File: src/rtl/fibo_scroller_pkg.sv
// Shared types and constants for the Fibonacci table scroller.
package fibo_scroller_pkg;

  typedef enum logic [1:0] {
    ST_GEN   = 2'd0,
    ST_IDLE  = 2'd1,
    ST_RUN   = 2'd2,
    ST_PAUSE = 2'd3
  } state_e;

  // Idle banner, char 0 in the top byte.
  localparam logic [127:0] BANNER_A = "Press BTN3 to   ";
  localparam logic [127:0] BANNER_B = "show a message..";

  // Shown right-aligned in place of the value when an entry overflowed.
  localparam logic [23:0] OVF_STR = "OVF";

  localparam logic [7:0] ASCII_SPACE = 8'h20;

  // One nibble to its uppercase hex ASCII character.
  function automatic logic [7:0] hex_to_ascii(input logic [3:0] d);
    if (d < 4'd10) return 8'h30 + {4'h0, d};
    else           return 8'h37 + {4'h0, d};
  endfunction

endpackage

File: src/rtl/fibo_table.sv
// Fibonacci table: generates F(0..N-1) at W bits after reset, marks overflow
// (sticky forward), then serves two combinational read ports.
module fibo_table
  import fibo_scroller_pkg::*;
#(
  parameter int N  = 25,
  parameter int W  = 16,
  parameter int AW = $clog2(N)
) (
  input  logic          clk,
  input  logic          rst,
  input  logic [AW-1:0] rd0_addr_i,
  input  logic [AW-1:0] rd1_addr_i,
  output logic [W-1:0]  rd0_data_o,
  output logic [W-1:0]  rd1_data_o,
  output logic          rd0_ovf_o,
  output logic          rd1_ovf_o,
  output logic          ready_o,
  output logic          ovf_o,
  output logic          last_o
);

  localparam logic [AW-1:0] LAST_IDX  = AW'(N - 1);
  localparam logic [AW-1:0] FIRST_IDX = AW'(1);

  logic [W-1:0]  mem_q [N];
  logic [N-1:0]  ovf_bits_q;
  logic [AW-1:0] gen_idx_q;
  logic          ready_q;
  logic          ovf_q;

  logic [AW-1:0] idx_m1;
  logic [AW-1:0] idx_m2;
  logic [W:0]    sum;
  logic          prev_ovf;
  logic          new_ovf;
  logic [W-1:0]  new_val;

  // Next entry from the two previous ones; once any entry overflowed, all later ones read 0 + OVF.
  always_comb begin
    idx_m1   = gen_idx_q - AW'(1);
    idx_m2   = gen_idx_q - AW'(2);
    sum      = {1'b0, mem_q[idx_m1]} + {1'b0, mem_q[idx_m2]};
    prev_ovf = ovf_bits_q[idx_m1];
    new_ovf  = sum[W] | prev_ovf;
    new_val  = prev_ovf ? '0 : sum[W-1:0];
  end

  // Generation index, completion flag and summary overflow flag.
  always_ff @(posedge clk or posedge rst) begin
    if (rst) begin
      gen_idx_q <= FIRST_IDX;
      ready_q   <= 1'b0;
      ovf_q     <= 1'b0;
    end else if (!ready_q) begin
      if (gen_idx_q == LAST_IDX) ready_q <= 1'b1;
      else                       gen_idx_q <= gen_idx_q + 1'b1;
      if (gen_idx_q != FIRST_IDX && new_ovf) ovf_q <= 1'b1;
    end
  end

  // Table storage; contents are meaningless until ready, so no reset is needed.
  always_ff @(posedge clk) begin
    if (!ready_q) begin
      if (gen_idx_q == FIRST_IDX) begin
        mem_q[0]      <= '0;
        mem_q[1]      <= W'(1);
        ovf_bits_q[0] <= 1'b0;
        ovf_bits_q[1] <= 1'b0;
      end else begin
        mem_q[gen_idx_q]      <= new_val;
        ovf_bits_q[gen_idx_q] <= new_ovf;
      end
    end
  end

  assign rd0_data_o = mem_q[rd0_addr_i];
  assign rd1_data_o = mem_q[rd1_addr_i];
  assign rd0_ovf_o  = ovf_bits_q[rd0_addr_i];
  assign rd1_ovf_o  = ovf_bits_q[rd1_addr_i];
  assign ready_o    = ready_q;
  assign ovf_o      = ovf_q;
  // High on the cycle whose edge writes the final entry.
  assign last_o     = !ready_q && (gen_idx_q == LAST_IDX);

endmodule

File: src/rtl/fibo_scroller.sv
// Two-row LCD scroller over a generated Fibonacci table. Buttons arrive as
// one-cycle pulses; rows are registered and lag index/state by one edge.
module fibo_scroller
  import fibo_scroller_pkg::*;
#(
  parameter int N      = 25,
  parameter int W      = 16,
  parameter int PERIOD = 70000000
) (
  input  logic         clk,
  input  logic         reset,
  input  logic         dir_pulse,
  input  logic         pause_pulse,
  input  logic         step_pulse,
  output logic [127:0] row_A,
  output logic [127:0] row_B,
  output logic         ready,
  output logic         ovf,
  output logic         running,
  output logic         reverse
);

  localparam int AW     = $clog2(N);
  localparam int CW     = $clog2(PERIOD);
  localparam int DIGITS = W / 4;
  localparam logic [AW-1:0] LAST_IDX   = AW'(N - 1);
  localparam logic [CW-1:0] PERIOD_MAX = CW'(PERIOD - 1);

  state_e        state_q, state_d;
  logic [AW-1:0] t_q, t_d;
  logic [CW-1:0] cnt_q, cnt_d;
  logic          rev_q, rev_d;
  logic [127:0]  row_a_q, row_a_d;
  logic [127:0]  row_b_q, row_b_d;
  logic          do_step;

  logic [AW-1:0] t_b;
  logic [W-1:0]  rd0_data, rd1_data;
  logic          rd0_ovf, rd1_ovf;
  logic          tbl_last;

  fibo_table #(.N(N), .W(W), .AW(AW)) u_table (
    .clk        (clk),
    .rst        (reset),
    .rd0_addr_i (t_q),
    .rd1_addr_i (t_b),
    .rd0_data_o (rd0_data),
    .rd1_data_o (rd1_data),
    .rd0_ovf_o  (rd0_ovf),
    .rd1_ovf_o  (rd1_ovf),
    .ready_o    (ready),
    .ovf_o      (ovf),
    .last_o     (tbl_last)
  );

  // One scroll step in the given direction, wrapping at both ends.
  function automatic logic [AW-1:0] step_index(input logic [AW-1:0] idx, input logic rev);
    if (rev) return (idx == '0) ? LAST_IDX : idx - 1'b1;
    return (idx == LAST_IDX) ? '0 : idx + 1'b1;
  endfunction

  // "Fxx:" label (1-based hex) followed by a 12-char right-aligned value or OVF.
  function automatic logic [127:0] format_row(input logic [AW-1:0] idx,
                                              input logic [W-1:0] value,
                                              input logic is_ovf);
    logic [127:0] r;
    logic [7:0]   label;
    r          = {16{ASCII_SPACE}};
    label      = 8'(idx) + 8'd1;
    r[127:120] = "F";
    r[119:112] = hex_to_ascii(label[7:4]);
    r[111:104] = hex_to_ascii(label[3:0]);
    r[103:96]  = ":";
    if (is_ovf) begin
      r[23:0] = OVF_STR;
    end else begin
      for (int d = 0; d < DIGITS; d++) r[8*d +: 8] = hex_to_ascii(value[4*d +: 4]);
    end
    return r;
  endfunction

  assign t_b = (t_q == LAST_IDX) ? '0 : t_q + 1'b1;

  // Next state, scroll index, period counter and direction.
  always_comb begin
    state_d = state_q;
    t_d     = t_q;
    cnt_d   = cnt_q;
    rev_d   = rev_q;
    do_step = 1'b0;
    case (state_q)
      ST_GEN: begin
        if (tbl_last) state_d = ST_IDLE;
      end
      ST_IDLE: begin
        if (dir_pulse) begin
          state_d = ST_RUN;
          t_d     = '0;
          rev_d   = 1'b0;
          cnt_d   = '0;
        end
      end
      ST_RUN: begin
        if (cnt_q == PERIOD_MAX) begin
          cnt_d   = '0;
          do_step = 1'b1;
        end else begin
          cnt_d = cnt_q + 1'b1;
        end
        if (dir_pulse)   rev_d   = ~rev_q;
        if (pause_pulse) state_d = ST_PAUSE;
      end
      ST_PAUSE: begin
        if (step_pulse) do_step = 1'b1;
        if (dir_pulse)  rev_d   = ~rev_q;
        if (pause_pulse) begin
          state_d = ST_RUN;
          cnt_d   = '0;
        end
      end
      default: state_d = ST_GEN;
    endcase
    // The step always uses the direction in force before this edge.
    if (do_step) t_d = step_index(t_q, rev_q);
  end

  // Row contents for the next edge: banner until scrolling starts, then table text.
  always_comb begin
    row_a_d = BANNER_A;
    row_b_d = BANNER_B;
    if (state_q == ST_RUN || state_q == ST_PAUSE) begin
      row_a_d = format_row(t_q, rd0_data, rd0_ovf);
      row_b_d = format_row(t_b, rd1_data, rd1_ovf);
    end
  end

  // FSM state register.
  always_ff @(posedge clk or posedge reset) begin
    if (reset) state_q <= ST_GEN;
    else       state_q <= state_d;
  end

  // Scroll index, period counter and direction registers.
  always_ff @(posedge clk or posedge reset) begin
    if (reset) begin
      t_q   <= '0;
      cnt_q <= '0;
      rev_q <= 1'b0;
    end else begin
      t_q   <= t_d;
      cnt_q <= cnt_d;
      rev_q <= rev_d;
    end
  end

  // Registered LCD rows.
  always_ff @(posedge clk or posedge reset) begin
    if (reset) begin
      row_a_q <= BANNER_A;
      row_b_q <= BANNER_B;
    end else begin
      row_a_q <= row_a_d;
      row_b_q <= row_b_d;
    end
  end

  assign row_A   = row_a_q;
  assign row_B   = row_b_q;
  assign running = (state_q == ST_RUN);
  assign reverse = rev_q;

endmodule

File: config.mk
export PLATFORM = sky130hd
export DESIGN_NAME = fibo_scroller
export DESIGN_NICKNAME = d
export VERILOG_FILES = /design/src/rtl/fibo_scroller_pkg.sv /design/src/rtl/fibo_table.sv /design/src/rtl/fibo_scroller.sv
export SDC_FILE = /design/constraint.sdc
export NUM_CORES = 1
export LEC_CHECK = 0
export CORE_MARGIN = 1.5
export CORE_UTILIZATION = 40
export DETAILED_ROUTE_END_ITERATION = 6
export PLACE_DENSITY_LB_ADDON = 0.12
export SLEW_MARGIN = 25
export SYNTH_ARGS = -nofsm -noshare
export SYNTH_HDL_FRONTEND = slang
export SYNTH_SLANG_ARGS = --single-unit
File: constraint.sdc
create_clock -name clk -period 7.01 [get_ports clk]
set_clock_uncertainty 0.15 [all_clocks]
set_input_delay 1.402 -clock clk [delete_from_list [all_inputs] [get_ports clk]]
set_output_delay 1.402 -clock clk [all_outputs]
set_load 0.03 [all_outputs]
; After elaboration in Yosys (flattened, before gate mapping)
; Memory sizes are Yosys's and may differ from the RTL's.
; Cells that the tools add are included.
[classes]
bitwise = 5
n_lt_le_gt_ge = 17
n_reduce_logical = 20
muxes = 63
n_eq_ne = 13
add_sub_neg = 33
[op_table]
columns = operator, count
row1 = adder 6 x 4 -> 7 bit (first input constant), 20
row2 = two-way mux 126 bit, 1
row3 = two-way mux 125 bit, 1
row4 = two-way mux 7 bit, 12
row5 = two-way mux 27 bit, 3
row6 = one-hot mux 27 bit (3 select lines), 1
row7 = two-way mux 23 bit, 2
row8 = less-than comparator 4 bit (second input constant), 10
row9 = two-way mux 5 bit, 8
row10 = two-way mux 16 bit, 2
row11 = adder 6 x 2 -> 7 bit (first input constant), 4
row12 = adder 27 x 1 -> 27 bit (second input constant), 1
row13 = == test 27 bit (second input constant), 1
row14 = bitwise mux 25 bit, 1
row15 = less-than comparator 5 x 6 -> 1 bit (second input constant), 4
row16 = two-way mux 1 bit, 19
row17 = adder 16 x 16 -> 17 bit, 1
row18 = two-way mux 8 bit, 2
row19 = OR reduction 16 bit, 1
row20 = binary-select mux 1 bit (select 5 bit), 3
row21 = adder 5 x 1 -> 6 bit (second input constant), 2
row22 = adder 5 x 1 -> 5 bit (second input constant), 2
row23 = == test 5 bit (second input constant), 2
row24 = subtractor 5 x 1 -> 5 bit (second input constant), 2
row25 = other kinds (26), 46
[word_totals]
in_bits = 5
word_cells = 163
memories = 1
ramBits = 400
register_bits = 323
[mem_list]
columns = memory, depth, word_bits, rd, rd_clocked_by_memory_dff, write_ports, line
row1 = u_table.mem_q, 25, 16, 4, 0, 2, fibo_table.sv:26  ; logic [W-1:0] mem_q [N];

; Logic depth before layout (Yosys ltp)
; An unclocked memory read counts as a cell.
[logic_depth]
ltp_word = 7
mapped_depth = 27
depth_no_buf = 18

; By module
; Synthesis repeated with hierarchy kept, for this count alone.
[unflattened]
hier_cells = 2421
hier_area_um2 = 35457.8
[modules_own_cells]
columns = module, cells_each, n_inst, seq_area_each_um2, area_per_inst_um2
row1 = fibo_table, 1678, 1, 13419.1, 28668.7
row2 = fibo_scroller, 743, 1, 2825.2, 6789.0

; Worst setup path before layout
; Ideal clock, no wire load.
[synth_timing]
path_kind = reg2reg
start = register u_table.gen_idx_q[0]
end = register u_table.ovf_bits_q[0], data pin
required_ns = 6.603
setup_slack_ns = -0.654
n_path_buf = 8
stages_incl_launch_ff = 26
arrival_ns = 7.257
cell_sequence = dfstp_2 > buf_2 > buf_2 > buf_2 > clkbuf_1 > buf_1 > inv_1 > ha_1 > clkbuf_1 > buf_2 > buf_1 > mux4_2 > mux4_2 > nand2_1 > o21ai_0 > ha_1 > fa_1 > a21oi_1 > o21bai_1 > a211o_1 > a31oi_1 > o2111ai_1 > a21oi_1 > a31oi_1 > or3b_2 > a32o_1
[synth_between]
elab_chain_cells = 5
elab_cells_between_ends = 14
cone_classes = add/sub: 3 / order compare: 2 / eq/ne: 1 / mux: 5 / bitwise: 1 / reduce/logical: 1 / memory: 1
[synth_lines]
columns = item, line
row1 = start: declaration, fibo_table.sv:28  ; logic [AW-1:0] gen_idx_q;
row2 = start signal: assignment, fibo_table.sv:57  ; else gen_idx_q <= gen_idx_q + 1'b1;
row3 = subtractor 5 x 1 -> 5 bit *, fibo_table.sv:41  ; idx_m1 = gen_idx_q - AW'(1);
row4 = via u_table.idx_m1[0], fibo_table.sv:32  ; logic [AW-1:0] idx_m1;
row5 = memory (25 x 16 bit) or binary-select mux 1 bit (select 5 bit) (tied branches), n/a
row6 = adder 16 x 16 -> 17 bit or two-way mux 1 bit (tied branches), "fibo_table.sv:43, fibo_table.sv:44"
row7 = OR 1 bit *, fibo_table.sv:45  ; new_ovf = sum[W] | prev_ovf;
row8 = via u_table.new_ovf, fibo_table.sv:36  ; logic new_ovf;
row9 = bitwise mux 25 bit *, fibo_table.sv:72  ; ovf_bits_q[gen_idx_q] <= new_ovf;
row10 = end signal: indexed assignment, fibo_table.sv:72
row11 = end: declaration, fibo_table.sv:27  ; logic [N-1:0] ovf_bits_q;
; Mark *: on every way through the listed nets, which the timed path passes. The rest lies on a longest branch. The select of a mux whose other input is x is not followed.
; A chain may end at the register's enable or synchronous reset.

==> flow_metrics.env <==
export IMPL_status="complete, but fails checks"
export IMPL_failed_checks="DRC"
export IMPL_timing_rr_start="u_table.gen_idx_q[0]$_DFFE_PP1P_"
export IMPL_ys_seq_elements=559
export IMPL_drtAntennaViolNets=0
export IMPL_final_max_slew_viol_count=0
export IMPL_dr_pass1_iters=7
export IMPL_row_count=109
export IMPL_vias=26700
export IMPL_viasPerCell=6.55
export IMPL_layout_setup_ws_ns=0.426
export IMPL_grt_pass1_wl_mm=187
export IMPL_ir_drop_uv=362
export IMPL_tns_ns=0
export IMPL_tightest_slew_ns=1.09
export IMPL_power_density_mw_per_mm2=391
export IMPL_dp_cells=3947
export IMPL_hp_class="reg2reg"
export IMPL_overflow=0
export IMPL_drive_gt1_share_pct=24.2
export IMPL_async_reset_ff_share_pct=21.1
export IMPL_power_leakage_nw=13.5
export IMPL_yosys_area_top_type="edfxtp_1"
export IMPL_period_share_pct=93.9
export IMPL_synthFlopType="edfxtp_1"
export IMPL_clock_root_buffer="clkbuf_16"
export IMPL_netlist_top_cells_count="441 x edfxtp_1, 354 x mux4_2, 332 x nand2_1"
export IMPL_synthDominantCellAreaShare_pct=36.9
export IMPL_ctsHoldBuffers=0
export IMPL_crit_fanout=117
export IMPL_place_gp_congestion=0.902
export IMPL_drc=34
export IMPL_timing_rr_end="u_table.mem_q[16][14]$_DFFE_PP_"
export IMPL_synth_simple_area_share_pct=9.14
export IMPL_yosysMostFrequentCell="edfxtp_1"
export IMPL_clock_latency_ns=0.64
export IMPL_wire_per_inst_um=32.2
export IMPL_end_kind="register"
export IMPL_drt_initial_drc_count=3752
export IMPL_placeableCoreArea_mm2=0.0886
export IMPL_grt_max_degree=118
export IMPL_critPathSlowestCell="and2_1"
export IMPL_whs_endpoint="u_table.ovf_o$_DFFE_PP0P_"
export IMPL_rsz0062_at_grt="false"
export IMPL_port_buffers=141
export IMPL_synth_warnings=0
export IMPL_dp_slack_ns=0.474
export IMPL_netlist_area_mm2=0.0359
export IMPL_required_ns=7.17
export IMPL_ctsResizeCount=0
export IMPL_cts_htree_levels=3
export IMPL_cp_arrival_ns=6.75
export IMPL_avgSynthCellArea_um2=12.7
export IMPL_cp_top_family="compound AO/OA/AOI/OAI gates"
export IMPL_period_minus_slack_ns=6.58
export IMPL_setup_viol=0
export IMPL_synthMuxAreaShare_pct=25.9
export IMPL_fp_dieH_um=302
export IMPL_ys_types=82
export IMPL_drv_cap=0
export IMPL_synth_edff_count=441
export IMPL_rr_worst_depth=16
export IMPL_synth_compound_area_share_pct=9.52
export IMPL_synthXorXnorAreaFrac_pct=1.51
export IMPL_clk_pin_slew_worst_paths_ns=0.06
export IMPL_finalCoreUtilization_pct=45.2
export IMPL_max_freq_mhz=152
export IMPL_hold_start="u_table.ovf_o$_DFFE_PP0P_"
export IMPL_hold_viol=0
export IMPL_cts_max_path_buffers=3
export IMPL_io_pin_count=265
export IMPL_regToRegSetupSlack_ns=0.43
export IMPL_synth_yosys_seq_area_share_pct=45.3
export IMPL_cpPeakStageDelay_ns=0.72
export IMPL_cts_setup_buffers=0
export IMPL_antenna_found_initial=1
export IMPL_cts_buffers=68
export IMPL_worstSetupPathType="reg2reg"
export IMPL_crit_chain="buf_12 -> mux4_2 -> mux4_2 -> nand2_1 -> o21ai_0 -> ha_1 -> fa_1 -> a21oi_1 -> o21bai_1 -> a211o_1 -> a31oi_1 -> o2111ai_1 -> a21oi_1 -> o21ai_0 -> xor2_1 -> and2_1"
export IMPL_synth_area_leaders="edfxtp_1 37%, mux4_2 22%, dfrtp_1 5.5%"
export IMPL_startpoint_type="register"
export IMPL_grtUsageTotal_pct=28.5
export IMPL_slew_headroom_pct=27.0
export IMPL_cts_tree="done"
export IMPL_final_nets=2896
export IMPL_synth_top_family_by_area="multiplexers"
export IMPL_cts_sinks=559
export IMPL_syn_inst=2818
export IMPL_antennaDiodeCount=0
export IMPL_wirelength_mm=131
export IMPL_die_x_um=302
export IMPL_finalNonFillerCells=4072
export IMPL_crit_buf_inv=1
export IMPL_synthAdderAreaFrac_pct=1.35
export IMPL_area_growth_syn_to_layout_pct=11.7
export IMPL_start_util_pct=40.5
export IMPL_dieArea_mm2=0.0915
export IMPL_dpl_hpwl_mm=82.4
export IMPL_grt_pass1_vias=26200
export IMPL_whs_path_depth=1
==> state kept, by name, indices dropped and copies added, names as in the netlist <==
name	count
u_table.mem_q	416
row_B	39
row_A	37
cnt_q	27
u_table.ovf_bits_q	25
t_q	5
u_table.gen_idx_q	5
state_q	2
reverse	1
u_table.ovf_o	1
u_table.ready_o	1
==> worst max path at each step <==
stage | cells past startpoint | start | to
global placement | 16 | u_table.gen_idx_q[0]$_DFFE_PP1P_ | u_table.mem_q[4][14]$_DFFE_PP_
detailed placement | 16 | u_table.gen_idx_q[0]$_DFFE_PP1P_ | u_table.mem_q[4][14]$_DFFE_PP_
global route | 16 | u_table.gen_idx_q[0]$_DFFE_PP1P_ | u_table.mem_q[16][14]$_DFFE_PP_
floorplan | 27 | u_table.gen_idx_q[0]$_DFFE_PP1P_ | u_table.ovf_bits_q[0]$_SDFFCE_PP0N_
CTS | 16 | u_table.gen_idx_q[0]$_DFFE_PP1P_ | u_table.mem_q[4][14]$_DFFE_PP_
finish | 16 | u_table.gen_idx_q[0]$_DFFE_PP1P_ | u_table.mem_q[16][14]$_DFFE_PP_
==> stage by stage <==
step | hold slack, ns | cell area, um2 | power, mW
4_1_cts | 0.314 | 40100 | 15.5
2_1_floorplan | 0.321 | 36400 | 9.31
6_report | 0.307 | 40100 | 15.7
5_1_grt | 0.350 | 40100 | 16.4
3_5_place_dp | 0.305 | 37900 | 12.0
3_3_place_gp | 0.297 | 37800 | 12.0
==> report_power, final <==
| group | internal, mW | switching, mW | leakage, nW |
|---|---|---|---|
| Sequential | 3.82 | 0.118 | 5.34 |
| Combinational | 2.74 | 5.48 | 7.08 |
| Clock | 2.04 | 1.48 | 1.07 |
==> cell type report <==
class                      count  area [um2]
tap                         1165        1460
timing repair buffer         240        2230
sequential                   559       16300
clock buffer                  87        1860
clock inverter                37         328
fill                        7938       48600
multi-input combinational   1944       17800
inverter                      40         155
==> cell families (layout without fill, tap and decap cells) <==
kind of cell / count (synthesis) / after routing
flip-flops: 559 / 559
other: 2 / 139
XOR/XNOR: 59 / 59
AND/OR/NAND/NOR: 706 / 706
AO/OA/AOI/OAI: 521 / 521
adder cells (fa/ha/maj): 38 / 38
buffers and inverters: 452 / 404
multiplexers: 481 / 481
==> layer usage <==
metal / track usage [%] / routed length [um]
met1: 37.1 / 49700
met2: 44.3 / 59800
met3: 7.70 / 14600
met4: 13.8 / 6990
met5: 0 / 0
==> placed cells by master (no fill, tap or decap), drive strengths merged, types with 91 or more instances in the layout <==
cell / n
nand2: 334
nor2: 95
o21ai: 149
clkdlybuf4s50: 141
nand3: 93
conb: 139
mux4: 354
edfxtp: 441
mux2i: 91
a21oi: 93
buf: 99
Note: power is estimated with default switching activity, not from simulation.
